[config.mk]
export PLATFORM = sky130hd
export DESIGN_NAME = data_mem_ctrl
export DESIGN_NICKNAME = d
export VERILOG_FILES = /design/src/rtl/data_mem_ctrl_pkg.sv /design/src/rtl/data_mem_ctrl_byte_lane.sv /design/src/rtl/data_mem_ctrl.sv
export SDC_FILE = /design/constraint.sdc
export NUM_CORES = 1
export LEC_CHECK = 0
export BUFFER_PORTS_ARGS = -buffer_cell sky130_fd_sc_hd__buf_2
export CAP_MARGIN = 10
export CORE_MARGIN = 4
export CORE_UTILIZATION = 51
export DETAILED_ROUTE_END_ITERATION = 10
export PLACE_DENSITY = 0.95
export SYNTH_ARGS = -nofsm -noshare
export SYNTH_HDL_FRONTEND = slang
export SYNTH_SLANG_ARGS = --single-unit
export TNS_END_PERCENT = 50
[constraint.sdc]
create_clock -name clk -period 5.5 [get_ports clk]
set_clock_uncertainty 0.15 [all_clocks]
set_input_delay 1.1 -clock clk [delete_from_list [all_inputs] [get_ports clk]]
set_output_delay 1.1 -clock clk [all_outputs]
set_load 0.03 [all_outputs]
[src/rtl/data_mem_ctrl_pkg.sv]
// Shared CPU definitions: ALU ops, opcodes, and the data-memory controller's
// state encoding and byte-lane constants.
package data_mem_ctrl_pkg;

  typedef enum logic [3:0] {
    ALU_ADD = 4'd0,
    ALU_SUB = 4'd1,
    ALU_AND = 4'd2,
    ALU_OR  = 4'd3,
    ALU_XOR = 4'd4,
    ALU_SLT = 4'd5,
    ALU_SLL = 4'd6,
    ALU_SRL = 4'd7
  } aluOp_e;

  typedef enum logic [5:0] {
    OP_RTYPE = 6'h00,
    OP_BEQ   = 6'h04,
    OP_LB    = 6'h20,
    OP_LW    = 6'h23,
    OP_SB    = 6'h28,
    OP_SW    = 6'h2B
  } opcode_e;

  typedef enum logic [1:0] {
    MEM_IDLE = 2'd0,
    MEM_WAIT = 2'd1,
    MEM_DONE = 2'd2
  } memState_e;

  localparam logic [3:0] BE_WORD = 4'b1111;
  localparam logic [3:0] BE_NONE = 4'b0000;
  localparam int         LANE_W  = 2;

  // Little-endian: byte lane i carries address offset i.
  function automatic logic [3:0] laneOneHot(input logic [LANE_W-1:0] lane);
    return 4'b0001 << lane;
  endfunction

endpackage

[src/rtl/data_mem_ctrl_byte_lane.sv]
// Combinational byte-lane steering: byte enables, store-data replication and
// load byte select with sign extension.
module byte_lane_unit
  import data_mem_ctrl_pkg::*;
(
  input  logic              byteOp,
  input  logic [LANE_W-1:0] lane,
  input  logic [31:0]       storeData,
  input  logic [31:0]       loadWord,
  output logic [3:0]        be,
  output logic [31:0]       storeLanes,
  output logic [31:0]       loadResult
);

  logic [7:0] loadByte;

  always_comb begin
    loadByte   = loadWord[{lane, 3'b000} +: 8];
    be         = byteOp ? laneOneHot(lane) : BE_WORD;
    storeLanes = byteOp ? {4{storeData[7:0]}} : storeData;
    loadResult = byteOp ? {{24{loadByte[7]}}, loadByte} : loadWord;
  end

endmodule

[src/rtl/data_mem_ctrl.sv]
// Data-memory controller: turns decoder MemRead/MemWrite into single
// request/ack transactions on a backing RAM, holding the pipeline meanwhile.
module data_mem_ctrl
  import data_mem_ctrl_pkg::*;
#(
  parameter int ADDR_W = 32,
  parameter int DATA_W = 32
) (
  input  logic              clk,
  input  logic              rst_b,
  input  logic              mem_read,
  input  logic              mem_write,
  input  logic              byte_op,
  input  logic [ADDR_W-1:0] addr,
  input  logic [DATA_W-1:0] wdata,
  output logic [DATA_W-1:0] rdata,
  output logic              done,
  output logic              stall,
  output logic              align_err,
  output logic              ram_req,
  output logic              ram_we,
  output logic [ADDR_W-3:0] ram_addr,
  output logic [3:0]        ram_be,
  output logic [DATA_W-1:0] ram_wdata,
  input  logic              ram_ack,
  input  logic [DATA_W-1:0] ram_rdata,
  output memState_e         dbgState
);

  // Handshake: ram_req rises when an access is accepted and is held, with
  // ram_addr/ram_we/ram_be/ram_wdata frozen, until the cycle ram_ack is seen.
  // ram_ack in any other state has no effect.

  memState_e         state;
  logic              holdOff;
  logic              latByte;
  logic [LANE_W-1:0] latLane;

  logic              reqAny;
  logic              wordMis;
  logic              accept;
  logic              alignHit;
  logic              unitByte;
  logic [LANE_W-1:0] unitLane;
  logic [3:0]        unitBe;
  logic [31:0]       unitStore;
  logic [31:0]       unitLoad;

  always_comb begin
    // holdOff masks the cycle after DONE so a request still held by the
    // pipeline for the finished instruction is not accepted again.
    reqAny   = (mem_read | mem_write) & ~holdOff & (state == MEM_IDLE);
    wordMis  = ~byte_op & (addr[1:0] != 2'b00);
    accept   = reqAny & ~wordMis;
    alignHit = reqAny & wordMis & ~(mem_read & mem_write);
    stall    = rst_b & (accept | (state == MEM_WAIT));
    unitByte = (state == MEM_IDLE) ? byte_op   : latByte;
    unitLane = (state == MEM_IDLE) ? addr[1:0] : latLane;
  end

  byte_lane_unit uLanes (
    .byteOp     (unitByte),
    .lane       (unitLane),
    .storeData  (wdata),
    .loadWord   (ram_rdata),
    .be         (unitBe),
    .storeLanes (unitStore),
    .loadResult (unitLoad)
  );

  always_ff @(posedge clk) begin
    if (!rst_b) begin
      state     <= MEM_IDLE;
      holdOff   <= 1'b0;
      done      <= 1'b0;
      align_err <= 1'b0;
      ram_req   <= 1'b0;
      ram_we    <= 1'b0;
      ram_be    <= BE_NONE;
      ram_addr  <= '0;
      ram_wdata <= '0;
      rdata     <= '0;
      latByte   <= 1'b0;
      latLane   <= '0;
    end else begin
      done      <= 1'b0;
      align_err <= 1'b0;
      holdOff   <= (state == MEM_DONE);
      case (state)
        MEM_IDLE: begin
          align_err <= alignHit;
          if (accept) begin
            state     <= MEM_WAIT;
            ram_req   <= 1'b1;
            ram_we    <= mem_write;
            ram_addr  <= addr[ADDR_W-1:2];
            ram_be    <= unitBe;
            ram_wdata <= unitStore;
            latByte   <= byte_op;
            latLane   <= addr[1:0];
          end
        end
        MEM_WAIT: begin
          if (ram_ack) begin
            state   <= MEM_DONE;
            ram_req <= 1'b0;
            done    <= 1'b1;
            if (!ram_we) rdata <= unitLoad;
          end
        end
        MEM_DONE: state <= MEM_IDLE;
        default:  state <= MEM_IDLE;
      endcase
    end
  end

  assign dbgState = state;

endmodule

==> flow_summary.ini, run 1 <==
[logic_synthesis]
synth_commonest_cells = nand2_1, dfxtp_1, o21ai_0
yosys_warnings = 0
syn_area_um2 = 4550
synth_top_area_frac = 0.475
ys_top_cells_by_area = dfxtp_1, nand2_1, a21boi_0
ys_seq_area_frac = 0.475
synth_edf_count = 0
async_flop_share = 0
syn_area_per_cell_um2 = 8.51
syn-num-nets = 637
synthDistinctLibCells = 43
post-synth-top-count-cell = nand2_1
synth_seq_cells = 108
ys.flop_type = dfxtp_1
syn_inst = 535
yosysTopAreaCell = dfxtp_1

[setup_path]
worstPathCellList = buf_2 > o21bai_1 > o211a_4 > o21a_1 > buf_2
worst-path-stages = 5
critPathRequiredTime_ns = 4.25
slowest_delay_ns = 0.26
reg2reg_slack_ns = 2.85
arrival_ns = 2.05
crit_end = stall
cpMaxStageDelayCell = o21bai_1
crit_fanout = 5
start_kind = input port
path_class = input port to output port
critPathBufInv = 2
cp-end-kind = output port
cp_top_family = compound AO/OA/AOI/OAI gates
crit_path_frequent_cell = buf_2
r2r_cells = 4
r2r-start = dbgState[1]
critPathLaunch = addr[1]
rr_endpoint = rdata[10]

[drt]
avgRoutedWirePerCell_um = 17.0
avgViaCountPerCell = 5.75
drc = 0
final_antenna_net_count = 0
drtIter0Drc = 292
firstDrtPassIters = 5
vias = 4710
routed_wl_um = 13900

[worst_hold_path]
worstHoldPathType = flip-flop to flip-flop

[sta]
finalHoldViolCount = 0
finalMaxSlewViolations = 0
fin_tns_setup_ns = 0
fin_crit_sh = 0.600
relSlewSlack = 0.298
finalSetupViolations = 0
max_freq_mhz = 303
hold_slack_ns = 0.316
rsz0062_at_grt = no
period_needed_ns = 3.30
tightest_slew_ns = 1.05

[grt]
antenna_found_initial = 0
grt-ovfl-total = 0
grt_max_degree = 109
grt_pass1_vias = 4487
grt_pass1_wl_um = 21300
grt_usage = 0.255

[layout]
final_core_util = 0.655
fillers = 729
antennaDiodeCount = 0
finalNetCount = 808
drive_gt1_frac = 0.343
syn_to_final_growth_pct = 25.5
final_cells = 819

[floorplanning]
die_w_um = 102
rows = 34
die_y_um = 102
core-area_um2 = 8720
start_util = 0.522
die_area_um2 = 10500
pin_count = 207

[clocking]
clock_sinks = 108
cts_setup_buffers = 0
clkTransAtPathRegs_ns = 0.09
htree_levels = 3
numCtsBuffers = 9
cts-root-buf = clkbuf_8
hold_buffers = 0
cts_tree = built
clk_path_buf_depth = 2
clock_latency_ns = 0.35
post_cts_resized = 0

[place]
port_buffers = 206
dpl.hpwl_um = 10000
dpl.cell_count = 803
place_congestion = 0.942

[flow_run]
drv_cap = 0

[outcome]
status = complete, no violations

[power_and_ir_drop]
powerDensity_nw_per_um2 = 324
vdd_drop_max_mv = 0.164
leakagePower_uw = 0.00265
[cells in the final DEF (no fill, tap or decap), types with 3 or more instances in the layout]
master / synthesis / final
buf_2: 22 / 206
nand2_1: 116 / 116
dfxtp_1: 108 / 108
o21ai_0: 64 / 64
a31oi_1: 54 / 54
a21boi_0: 49 / 49
a21oi_1: 28 / 28
and3_1: 10 / 10
clkbuf_8: 0 / 10
a32oi_1: 7 / 7
nor2_1: 5 / 5
buf_4: 0 / 5
a31oi_2: 3 / 3
[cell families after synthesis]
logic type / share of synthesized area
and+or+nand+nor: 0.147
AOI/OAI and AO/OA: 0.319
buffers and inverters: 0.0572
xor gates and xnor gates: 0.00192
DFF: 0.475
[sequential cells by signal, indices dropped and copies added (netlist names)]
signal and count:
ram_wdata 32, rdata 32, ram_addr 30, ram_be 4
dbgState 2, latLane 2, align_err 1, done 1
holdOff 1, latByte 1, ram_req 1, ram_we 1
[final cells by class]
cell class | count | area (um^2) | share of cell area
multi-input cells | 375 | 2140 | 0.374
clock inverters | 6 | 68.8 | 0.0120
repair buffers | 211 | 1070 | 0.187
inverters | 1 | 3.75 | 0.000657
well taps | 108 | 135 | 0.0236
clock buffers | 10 | 138 | 0.0241
flip-flops and latches | 108 | 2160 | 0.378
[power breakdown]
group	switching (uW)	internal, uW
Clock	272	227
Combinational	325	142
Sequential	35.9	848
[how the worst min path moves through the flow]
stage | start | slack, ns | cells past startpoint | to
floorplan | latLane[0] | 0.32 | 2 | latLane[0]
global placement | ram_addr[4] | 0.30 | 2 | ram_addr[4]
detailed placement | ram_addr[23] | 0.31 | 2 | ram_addr[23]
CTS | ram_addr[23] | 0.32 | 2 | ram_addr[23]
global route | ram_addr[23] | 0.34 | 2 | ram_addr[23]
finish | ram_addr[20] | 0.32 | 2 | ram_addr[20]
[per-stage QoR]
step           total power [uW]  cell area, um^2  setup slack (ns)
2_1_floorplan              1220             4550              2.19
3_3_place_gp               1350             5510              2.23
3_5_place_dp               1370             5510              2.18
4_1_cts                    1860             5720              2.19
5_1_grt                    1940             5720              2.11
6_report                   1850             5720              2.20
[metal layers]
layer  GRT usage  share of wire  vias to the layer above
li1            -              -                     2242
met1       0.298           0.38                     2163
met2       0.447           0.51                      252
met3      0.0464          0.072                       53
met4       0.123          0.038                        0
met5           0              0                        -
[worst reg2reg max path: stages (launching register included)]
cell and delay [ns]:
dfxtp_1 0.48, or3b_1 0.70, and3_1 0.32, o2111ai_4 0.63
a31oi_1 0.22
Power figures use the tool's default switching activity.
==> run 2, diff against run 1 <==
--- a/config.mk
+++ b/config.mk
@@ -8,9 +8,9 @@
 export BUFFER_PORTS_ARGS = -buffer_cell sky130_fd_sc_hd__buf_2
 export CAP_MARGIN = 10
 export CORE_MARGIN = 4
-export CORE_UTILIZATION = 51
+export CORE_UTILIZATION = 47
 export DETAILED_ROUTE_END_ITERATION = 10
-export PLACE_DENSITY = 0.95
+export PLACE_DENSITY = 0.9
 export SYNTH_ARGS = -nofsm -noshare
 export SYNTH_HDL_FRONTEND = slang
 export SYNTH_SLANG_ARGS = --single-unit
==> constraint.sdc (replaced) <==
create_clock -name clk -period 3.29 [get_ports clk]
set_clock_uncertainty 0.15 [all_clocks]
set_input_delay 0.658 -clock clk [delete_from_list [all_inputs] [get_ports clk]]
set_output_delay 0.658 -clock clk [all_outputs]
set_load 0.03 [all_outputs]
==> run 2 against run 1 <==
Effect of this change: sequential cell count is the same; global-route usage is 2.4 points lower; clock power grew 61%; wire length fell by 3.3%; utilization fell by 4.0 points; final area increased by 0.37%; via count down 2.2%; critical path depth shrank 1; total power up 65%; sequential share of layout area shrank 0.14 points; register-to-register slack got worse by 2.0 ns; largest cell class unchanged.
==> flow_summary.ini, run 2 (same netlist as run 1, synthesis figures left out) <==
[sta]
rsz0062_at_grt = no
fin_tns_setup_ns = 0
tightest_slew_ns = 0.963
period_needed_ns = 2.64
max_freq_mhz = 379
relSlewSlack = 0.358
fin_ws_ns = 0.652
fin_crit_sh = 0.802
finalSetupViolations = 0
finalHoldViolCount = 0
finalMaxSlewViolations = 0
hold_slack_ns = 0.322

[floorplanning]
start_util = 0.488
pin_count = 207
die_y_um = 106
die_w_um = 106
rows = 35
die_area_um2 = 11300
core-area_um2 = 9330

[clocking]
htree_levels = 3
clock_latency_ns = 0.36
post_cts_resized = 0
hold_buffers = 0
cts-root-buf = clkbuf_8
cts_tree = built
clk_path_buf_depth = 2
cts_setup_buffers = 0
clock_sinks = 108
clkTransAtPathRegs_ns = 0.11
numCtsBuffers = 9

[layout]
final_cells = 841
reg_top3 = ram_wdata: 32 flops, rdata: 32 flops, ram_addr: 30 flops
multi_input_area_um2 = 2140
layout_common_cells = buf_2, nand2_1, dfxtp_1, o21ai_0, a31oi_1
seq_area_um2 = 2160
drive_gt1_frac = 0.343
antennaDiodeCount = 0
fillers = 806
syn_to_final_growth_pct = 26.0
layout_commonest_cell = buf_2
finalNetCount = 809
fin_area_um2 = 5740

[grt]
grt_pass1_vias = 4402
grt_usage = 0.231
grt-ovfl-total = 0
grt_pass1_wl_um = 21400
antenna_found_initial = 0
grt_max_degree = 109

[power_and_ir_drop]
p_seq_frac = 0.484
p_switching_uw = 1040
vdd_drop_max_mv = 0.246
combPwrFrac = 0.254
clockPowerShare = 0.262
leakagePower_uw = 0.00264
powerDensity_nw_per_um2 = 532
swShare = 0.340
internal_power_uw = 2010

[outcome]
status = complete, no violations

[drt]
drtIter0Drc = 290
avgViaCountPerCell = 5.48
firstDrtPassIters = 5
drc = 0
vias = 4607
routed_wl_um = 13500
avgRoutedWirePerCell_um = 16.0
final_antenna_net_count = 0

[setup_path]
start_kind = flip-flop
crit_fanout = 14
critPathRequiredTime_ns = 2.48
cp-end-kind = output port
arrival_ns = 1.83
path_class = flip-flop to output port

[flow_run]
drv_cap = 0

[place]
postPlaceCellArea_um2 = 5550
dpl.cell_count = 825
post-place-ws_ns = 0.669
port_buffers = 206
place_congestion = 0.871
dpl.hpwl_um = 9630

[worst_hold_path]
worstHoldPathType = flip-flop to flip-flop
run 2: cell types whose count changed in the layout (fill, tap and decap cells not counted):
cell,change
buf_4,+1
nor2_2,+1
clkbuf_8,-1
clkinv_4,-1
nor2_1,-1
clkbuf_1,+2
run 2: worst max-delay path: stages (launching register included):
cell and delay [ns]:
dfxtp_1 0.47, nor3_1 0.44, o211a_4 0.22, o21a_1 0.14
buf_2 0.21
run 2: path summary, 6_finish.rpt:
| path | slack (ns) | endpoint | from | depth (start not counted) |
|---|---|---|---|---|
| min reg2reg | 0.32 | ram_addr[8] | ram_addr[8] | 2 |
| max | 0.65 | stall | dbgState[1] | 4 |
| min | 0.32 | ram_addr[8] | ram_addr[8] | 2 |
| max reg2reg | 0.83 | rdata[22] | dbgState[1] | 4 |
run 2: metrics by stage:
step | total power, uW | util
floorplan | 2040 | -
global placement | 2250 | 0.595
detailed placement | 2280 | 0.595
CTS | 3070 | 0.615
global route | 3200 | 0.615
finish | 3050 | 0.615
run 2: per-layer routing:
metal	routed length (um)	global-route usage
met5	0	0
met1	5230	0.269
met3	926	0.0534
met4	439	0.100
met2	6860	0.404
run 2: layout make-up:
type	instances	area share
sequential	108	0.377
multi-input combinational	375	0.373
timing repair buffer	212	0.188
tap	129	0.0281
clock buffer	11	0.0229
clock inverter	5	0.0105
inverter	1	0.000654
run 2: power groups by stage:
stage / clock network, uW / registers, uW / logic (uW)
4_1_cts: 814 / 1480 / 776
6_report: 801 / 1480 / 775
5_1_grt: 873 / 1490 / 839
3_3_place_gp: 0 / 1500 / 755
2_1_floorplan: 0 / 1710 / 327
3_5_place_dp: 0 / 1500 / 774
==> run 3, diff against run 2 <==
--- a/config.mk
+++ b/config.mk
@@ -8,9 +8,9 @@
 export BUFFER_PORTS_ARGS = -buffer_cell sky130_fd_sc_hd__buf_2
 export CAP_MARGIN = 10
 export CORE_MARGIN = 4
-export CORE_UTILIZATION = 47
+export CORE_UTILIZATION = 42
 export DETAILED_ROUTE_END_ITERATION = 10
-export PLACE_DENSITY = 0.9
+export PLACE_DENSITY = 0.86
 export SYNTH_ARGS = -nofsm -noshare
 export SYNTH_HDL_FRONTEND = slang
 export SYNTH_SLANG_ARGS = --single-unit
==> constraint.sdc (replaced) <==
create_clock -name clk -period 2.3 [get_ports clk]
set_clock_uncertainty 0.15 [all_clocks]
set_input_delay 0.46 -clock clk [delete_from_list [all_inputs] [get_ports clk]]
set_output_delay 0.46 -clock clk [all_outputs]
set_load 0.03 [all_outputs]
==> run 3 against run 2 <==
Effect of this change: register-to-register slack worse by 0.64 ns; clock-buffer cell count is 1 higher; first-iteration DRC count is 54% higher; total power is 43% higher; clock power is 37% higher; setup slack worse by 0.52 ns; cell count is 1.9% higher; sequential power is 43% higher; combinational power is 48% higher; utilization is 5.5 points lower; die area is 11% higher; highest routed layer unchanged.
==> flow_summary.ini, run 3 (same netlist as run 1, synthesis figures left out) <==
[setup_path]
cp-end-kind = output port
crit_fanout = 10
r2r_cells = 7
slowest_delay_ns = 0.41
cp_top_family = flip-flops
critPathRequiredTime_ns = 1.69
arrival_ns = 1.56
cpMaxStageDelayCell = dfxtp_2
reg2reg_slack_ns = 0.19
critPathBufInv = 2
worst-path-stages = 4
path_class = flip-flop to output port
start_kind = flip-flop
worstPathCellList = buf_4 > nor2b_1 > o21a_1 > buf_2

[drt]
drc = 0
avgRoutedWirePerCell_um = 15.9
firstDrtPassIters = 5
vias = 4610
final_antenna_net_count = 0
drtIter0Drc = 446
avgViaCountPerCell = 5.38
routed_wl_um = 13600

[power_and_ir_drop]
swShare = 0.345
p_seq_frac = 0.484
combPwrFrac = 0.263
vdd_drop_max_mv = 0.373
leakagePower_uw = 0.00270
p_switching_uw = 1500
powerDensity_nw_per_um2 = 745
clockPowerShare = 0.253
internal_power_uw = 2860

[layout]
seq_area_um2 = 2160
layout_commonest_cell = buf_2
finalNetCount = 817
layout_common_cells = buf_2, nand2_1, dfxtp_1, o21ai_0, a31oi_1
fin_area_um2 = 5860
drive_gt1_frac = 0.356
multi_input_area_um2 = 2150
reg_top3 = ram_wdata: 32 flops, rdata: 32 flops, ram_addr: 30 flops
syn_to_final_growth_pct = 28.6
fillers = 992

[clocking]
cts_setup_buffers = 0
numCtsBuffers = 9
cts_tree = built
cts-root-buf = clkbuf_8
hold_buffers = 0
htree_levels = 3
clk_path_buf_depth = 2
clkTransAtPathRegs_ns = 0.10
clock_sinks = 108
clock_latency_ns = 0.36

[grt]
grt-ovfl-total = 0
antenna_found_initial = 1
grt_pass1_vias = 4303
grt_max_degree = 109
grt_usage = 0.206
grt_pass1_wl_um = 21500

[place]
place_congestion = 0.820
postPlaceCellArea_um2 = 5650
dpl.hpwl_um = 9650
port_buffers = 206

[sta]
period_needed_ns = 2.17
finalMaxSlewViolations = 0
finalSetupViolations = 0
tightest_slew_ns = 0.566
fin_crit_sh = 0.944
relSlewSlack = 0.621
fin_tns_setup_ns = 0
max_freq_mhz = 461
finalHoldViolCount = 0
rsz0062_at_grt = no

[floorplanning]
die_area_um2 = 12600
pin_count = 207
rows = 37
start_util = 0.435
die_y_um = 112
core-area_um2 = 10500
die_w_um = 112

[outcome]
status = complete, no violations

[worst_hold_path]
worstHoldPathType = input port to flip-flop
hold_depth = 3

[flow_run]
drv_cap = 0
run 3: area by class of cell:
| cell class | count | area share |
|---|---|---|
| diodes | 1 | 0.000427 |
| clock buffers | 12 | 0.0265 |
| clock inverters | 4 | 0.00555 |
| inverters | 1 | 0.000641 |
| multi-input cells | 375 | 0.368 |
| flip-flops and latches | 108 | 0.370 |
| well taps | 136 | 0.0291 |
| repair buffers | 220 | 0.200 |
run 3: stage by stage:
step / std cells / power (uW) / hold WS (ns) / worst slack [ns] / util
6_report: 857 / 4360 / 0.183 / 0.130 / 0.560
5_1_grt: 857 / 4580 / 0.170 / 0.0326 / 0.560
4_1_cts: 856 / 4400 / 0.168 / 0.0317 / 0.559
3_5_place_dp: 840 / 3300 / 0.304 / 0.121 / 0.540
3_3_place_gp: 840 / 3280 / 0.297 / 0.183 / 0.540
2_1_floorplan: 535 / 2910 / 0.316 / 0.0101 / -
run 3: routing by layer:
metal | share of wire | track usage | vias up
met4 | 0.030 | 0.0841 | 0
met2 | 0.47 | 0.337 | 193
met1 | 0.42 | 0.260 | 2122
met5 | 0 | 0 | -
met3 | 0.078 | 0.0512 | 32
li1 | - | - | 2263
run 3: path summary, 6_finish.rpt:
check	start	endpoint
setup reg to reg	dbgState[0]	rdata[10]
hold / removal	addr[7]	ram_addr[5]
setup / recovery	dbgState[1]	stall
hold reg to reg	ram_addr[0]	ram_addr[0]
run 3: worst reg2reg max path, stage by stage, from the launching register on:
cell	delay (ns)
dfxtp_2	0.39
buf_4	0.17
or3b_1	0.38
buf_4	0.21
a21boi_4	0.16
o2111ai_4	0.11
buf_4	0.26
a31oi_1	0.21
run 3: what timing repair did:
action                                 in CTS  in global routing
setup endpoints to repair                   1                 24
endpoints found under the hold margin       0                  0
gates resized for setup                     2                  3
run 3: power groups by stage:
stage                     clock (uW)  sequential [uW]  combinational [uW]
after global routing            1210             2130                1240
final                           1100             2110                1150
after floorplan                    0             2440                 468
after detailed placement           0             2150                1150
after global placement             0             2150                1130
after CTS                       1140             2110                1150
